File: src/rtl/aes_result_fifo.sv
// Result buffer behind the pipelined AES core: FWFT FIFO drained by valid/ready,
// plus an in-flight counter that grants issue credit so results never meet a full buffer.
module aes_result_fifo #(
  parameter int DATA_W = 128,
  parameter int ADDR_W = 4
) (
  input  logic              clk,
  input  logic              reset,
  input  logic              issue_in,
  output logic              credit_ok,
  input  logic              core_valid_in,
  input  logic [DATA_W-1:0] core_data_in,
  output logic              out_valid,
  output logic [DATA_W-1:0] out_data,
  input  logic              out_ready,
  output logic [ADDR_W:0]   count,
  output logic [ADDR_W:0]   inflight,
  output logic              overflow_err,
  output logic              protocol_err
);
  localparam int DEPTH = 1 << ADDR_W;
  localparam logic [ADDR_W:0]   CNT_MAX  = {1'b1, {ADDR_W{1'b0}}};
  localparam logic [ADDR_W+1:0] CRED_LIM = {2'b01, {ADDR_W{1'b0}}};

  logic [DATA_W-1:0] mem [DEPTH];
  logic [ADDR_W:0]   wr_ptr_q, wr_ptr_d;
  logic [ADDR_W:0]   rd_ptr_q, rd_ptr_d;
  logic [ADDR_W:0]   inflight_q, inflight_d;
  logic              ovf_q, ovf_d;
  logic              prot_q, prot_d;

  logic empty, full, push, pop;

  assign empty = (wr_ptr_q == rd_ptr_q);
  assign full  = (wr_ptr_q[ADDR_W-1:0] == rd_ptr_q[ADDR_W-1:0]) &&
                 (wr_ptr_q[ADDR_W] != rd_ptr_q[ADDR_W]);
  assign pop   = !empty && out_ready;
  // A pop frees the head slot in the same edge, so a full FIFO still accepts.
  assign push  = core_valid_in && (!full || pop);

  always_comb begin
    wr_ptr_d   = wr_ptr_q;
    rd_ptr_d   = rd_ptr_q;
    inflight_d = inflight_q;
    ovf_d      = ovf_q;
    prot_d     = prot_q;

    if (push) wr_ptr_d = wr_ptr_q + 1'b1;
    if (pop)  rd_ptr_d = rd_ptr_q + 1'b1;
    if (core_valid_in && !push) ovf_d = 1'b1;

    case ({issue_in, core_valid_in})
      2'b10: if (inflight_q != CNT_MAX) inflight_d = inflight_q + 1'b1;
      2'b01: if (inflight_q != '0)      inflight_d = inflight_q - 1'b1;
      default: ;
    endcase

    if (issue_in && !credit_ok) prot_d = 1'b1;
    if (core_valid_in && !issue_in && (inflight_q == '0)) prot_d = 1'b1;
  end

  always_ff @(posedge clk) begin
    if (reset) begin
      wr_ptr_q   <= '0;
      rd_ptr_q   <= '0;
      inflight_q <= '0;
      ovf_q      <= 1'b0;
      prot_q     <= 1'b0;
    end else begin
      wr_ptr_q   <= wr_ptr_d;
      rd_ptr_q   <= rd_ptr_d;
      inflight_q <= inflight_d;
      ovf_q      <= ovf_d;
      prot_q     <= prot_d;
    end
  end

  // Storage is deliberately not reset; out_data gating hides stale contents.
  always_ff @(posedge clk) begin
    if (push) mem[wr_ptr_q[ADDR_W-1:0]] <= core_data_in;
  end

  assign count        = wr_ptr_q - rd_ptr_q;
  assign inflight     = inflight_q;
  assign out_valid    = !empty;
  assign out_data     = out_valid ? mem[rd_ptr_q[ADDR_W-1:0]] : '0;
  assign credit_ok    = ({1'b0, count} + {1'b0, inflight_q}) < CRED_LIM;
  assign overflow_err = ovf_q;
  assign protocol_err = prot_q;
endmodule

File: config.mk
export PLATFORM = sky130hd
export DESIGN_NAME = aes_result_fifo
export DESIGN_NICKNAME = d
export VERILOG_FILES = /design/src/rtl/aes_result_fifo.sv
export SDC_FILE = /design/constraint.sdc
export NUM_CORES = 2
export LEC_CHECK = 0
export ABC_AREA = 1
export ABC_CLOCK_PERIOD_IN_PS = 17800
export CAP_MARGIN = 20
export CORE_UTILIZATION = 30
export CTS_CLUSTER_DIAMETER = 200
export CTS_CLUSTER_SIZE = 40
export DETAILED_ROUTE_END_ITERATION = 16
export GPL_ROUTABILITY_DRIVEN = 0
export PLACE_DENSITY = 0.5
export SLEW_MARGIN = 20
export SYNTH_ARGS = -nofsm -noshare
export SYNTH_HDL_FRONTEND = slang
export SYNTH_SLANG_ARGS = --single-unit
File: constraint.sdc
create_clock -name clk -period 17.8 [get_ports clk]
set_input_delay 4.45 -clock clk [delete_from_list [all_inputs] [get_ports clk]]
set_output_delay 4.45 -clock clk [all_outputs]
set_load 0.05 [all_outputs]
==> out/metrics.yaml <==
status: "complete, no violations"
most-common-layout-cells: "2,048 x edfxtp_1, 1,753 x nor2_1, 781 x nand2_1, 720 x nand3_1, 606 x o21ai_0"
clock_path_buffers: 3
cts_hold_buf: 0
powerDensity_mw_per_mm2: 105.6
clkTransAtPathRegs_ns: 0.14
syn_avg_cell_area_um2: 11.95
ir_drop_mv: 0.08938
antenna_found_initial: 46
yosys_warnings: 0
cts.htree.levels: 2
synthTopCellsByArea: "edfxtp_1 74%, nor2_1 8.0%, nand3_1 4.3%, o21ai_0 3.6%, nand2_1 3.5%"
ys_ff_latch: 2069
worstPathMaxFanout: 100
synth_compound_area_share_pct: 6.151
core_area_mm2: 0.2763
crit_path_end_kind: "output port"
insertion_delay_ns: 0.78
r2r_end: "mem[1][91]"
synth-xor-area-share_pct: 0.1051
totalWireLength_um: 243600
grt_pass1_vias: 49620
hold_path_startpoint: "overflow_err"
syn2layout_area_growth_pct: 9.564
slew_viol_final: 0
finalHoldViolCount: 0
fmaxAchievable_ghz: 0.08797
tightest_slew_ns: 1.294
ys_types: 27
overflow: 0
period_share_pct: 63.86
cp-start-kind: "register"
ctsResizeCount: 0
die-area_mm2: 0.2798
grt_max_degree: 310
relSlewSlack_pct: 13.76
hold_class: "reg -> reg"
grt_pass1_wl_um: 349300
synth-main-ff-cell: "edfxtp_1"
first_iter_violations: 5170
die_y_um: 529.0
synth_fa_ha_area_share_pct: 0.2883
rsz0062_at_grt: "false"
cts_tree: "yes"
syn_inst: 6971
design_area_mm2: 0.09129
port_buffers: 274
yosysTopAreaCellShare_pct: 73.81
cts-root-buf: "clkbuf_16"
r2r_slack_ns: 13.14
clkSinkCount: 2069
dp_hpwl_um: 118400
wl_per_cell_um: 22.78
critPathRequiredTime_ns: 13.35
nNetsFinal: 7118
grt_use_total_pct: 16.93
cts_setup_buffers: 0
synth_top_family_by_area: "simple AND/OR/NAND/NOR gates"
skew_ns: 0.02394
die_x_um: 529.0
vias: 52090
synth_edf_count: 2048
async_reset_ff_share_pct: 0
ant_nets: 0
numCtsBuffers: 57
syn-cell-area_mm2: 0.08332
p_leak_nw: 30.05
place_area_mm2: 0.08967
start_util_pct: 30.16
ios: 275
synthSimpleGateAreaFrac_pct: 15.86
worst-setup-path-type: "reg -> out"
setup_viol: 0
holdPathEnd: "overflow_err"
synthesis.nets: 7122
rr_worst_depth: 10
rr_startpoint: "wr_ptr_q[2]"
drive_gt1_share_pct: 2.765
mostFrequentLayoutCell: "edfxtp_1"
arrival_ns: 6.92
synth_mux_area_share_pct: 0
dr.pass1.iters: 5
num_rows: 193
avgViaCountPerCell: 4.871
ys_seq_area_share_pct: 74.32
drv_cap: 0
period_needed_ns: 11.37
whs_path_depth: 2
drc: 0
yosysTopAreaCell: "edfxtp_1"
tns_ns: 0
-- layer usage --
layer,wire [um],part of all wire (%),GRT usage (%),vias up
li1,-,-,-,24220
met1,109400,45,23.36,26360
met2,115700,48,28.21,1246
met3,14020,5.8,2.418,225
met4,4190,1.7,3.497,42
met5,250,0.10,0,-
-- cells by family after synthesis --
| family | count (synthesis) |
|---|---|
| DFF | 2069 |
| adders and majority gates | 18 |
| and+or+nand+nor | 3277 |
| AOI/OAI and AO/OA | 992 |
| buffers and inverters | 605 |
| xor gates and xnor gates | 10 |
-- where the power goes --
part | switching [mW] | internal, mW
Combinational | 1.60 | 0.594
Clock | 1.40 | 0.612
Sequential | 0.0327 | 5.41
-- cells in the mapped netlist, types with 32 or more instances --
master	instances
a21oi_1	143
nand3_1	720
nor2_1	1770
nand2_1	781
o21ai_1	179
edfxtp_1	2048
o211ai_1	63
buf_1	32
inv_1	161
clkbuf_1	179
o21ai_0	606
buf_2	182
-- worst max-delay path, stage by stage (launching register included) --
cell	delay, ns
dfxtp_4	0.90
buf_4	0.78
buf_4	0.79
buf_4	0.74
buf_4	0.94
nor2_1	0.12
nor2_1	0.11
o21ai_0	0.09
nand3_1	0.13
nand3_1	0.10
a21oi_1	0.33
clkdlybuf4s50_1	0.87
-- flip-flops by register name (all words and copies together) (netlist names), named ones only --
| name | count |
|---|---|
| wr_ptr_q | 5 |
| protocol_err | 1 |
| mem | 2048 |
| rd_ptr_q | 5 |
| inflight | 5 |
| overflow_err | 1 |
-- final cells by class --
cell class,count,area (um^2)
multi-input cells,4297,18790
repair buffers,379,3711
clock inverters,2,20.02
flip-flops and latches,2069,61930
diodes,9,22.52
fillers,27500,185000
inverters,163,650.6
well taps,3705,4636
clock buffers,70,1518
-- worst max-delay path by stage --
stage | startpoint | end | slack, ns | depth (start not counted)
after floorplan | out_ready | mem[0][0] | 6.90 | 6
after CTS | register | out_data[81] | 6.37 | 11
final | register | out_data[81] | 6.43 | 11
after global routing | register | out_data[100] | 5.96 | 11
after detailed placement | register | out_data[100] | 7.30 | 11
after global placement | register | out_data[100] | 7.29 | 11
-- through the flow --
stage / std cells / setup WS (ns) / power (mW) / hold slack (ns) / utilization [%]
after CTS: 10680 / 6.366 / 9.741 / 0.5136 / 33.01
after global routing: 10690 / 5.957 / 10.05 / 0.5529 / 33.04
after global placement: 10610 / 7.289 / 7.755 / 0.4785 / 32.44
after floorplan: 6971 / 6.895 / 6.991 / 0.4740 / -
final: 10690 / 6.433 / 9.641 / 0.5071 / 33.04
after detailed placement: 10610 / 7.295 / 7.764 / 0.4836 / 32.46
Note: power is estimated with default switching activity, not from simulation.
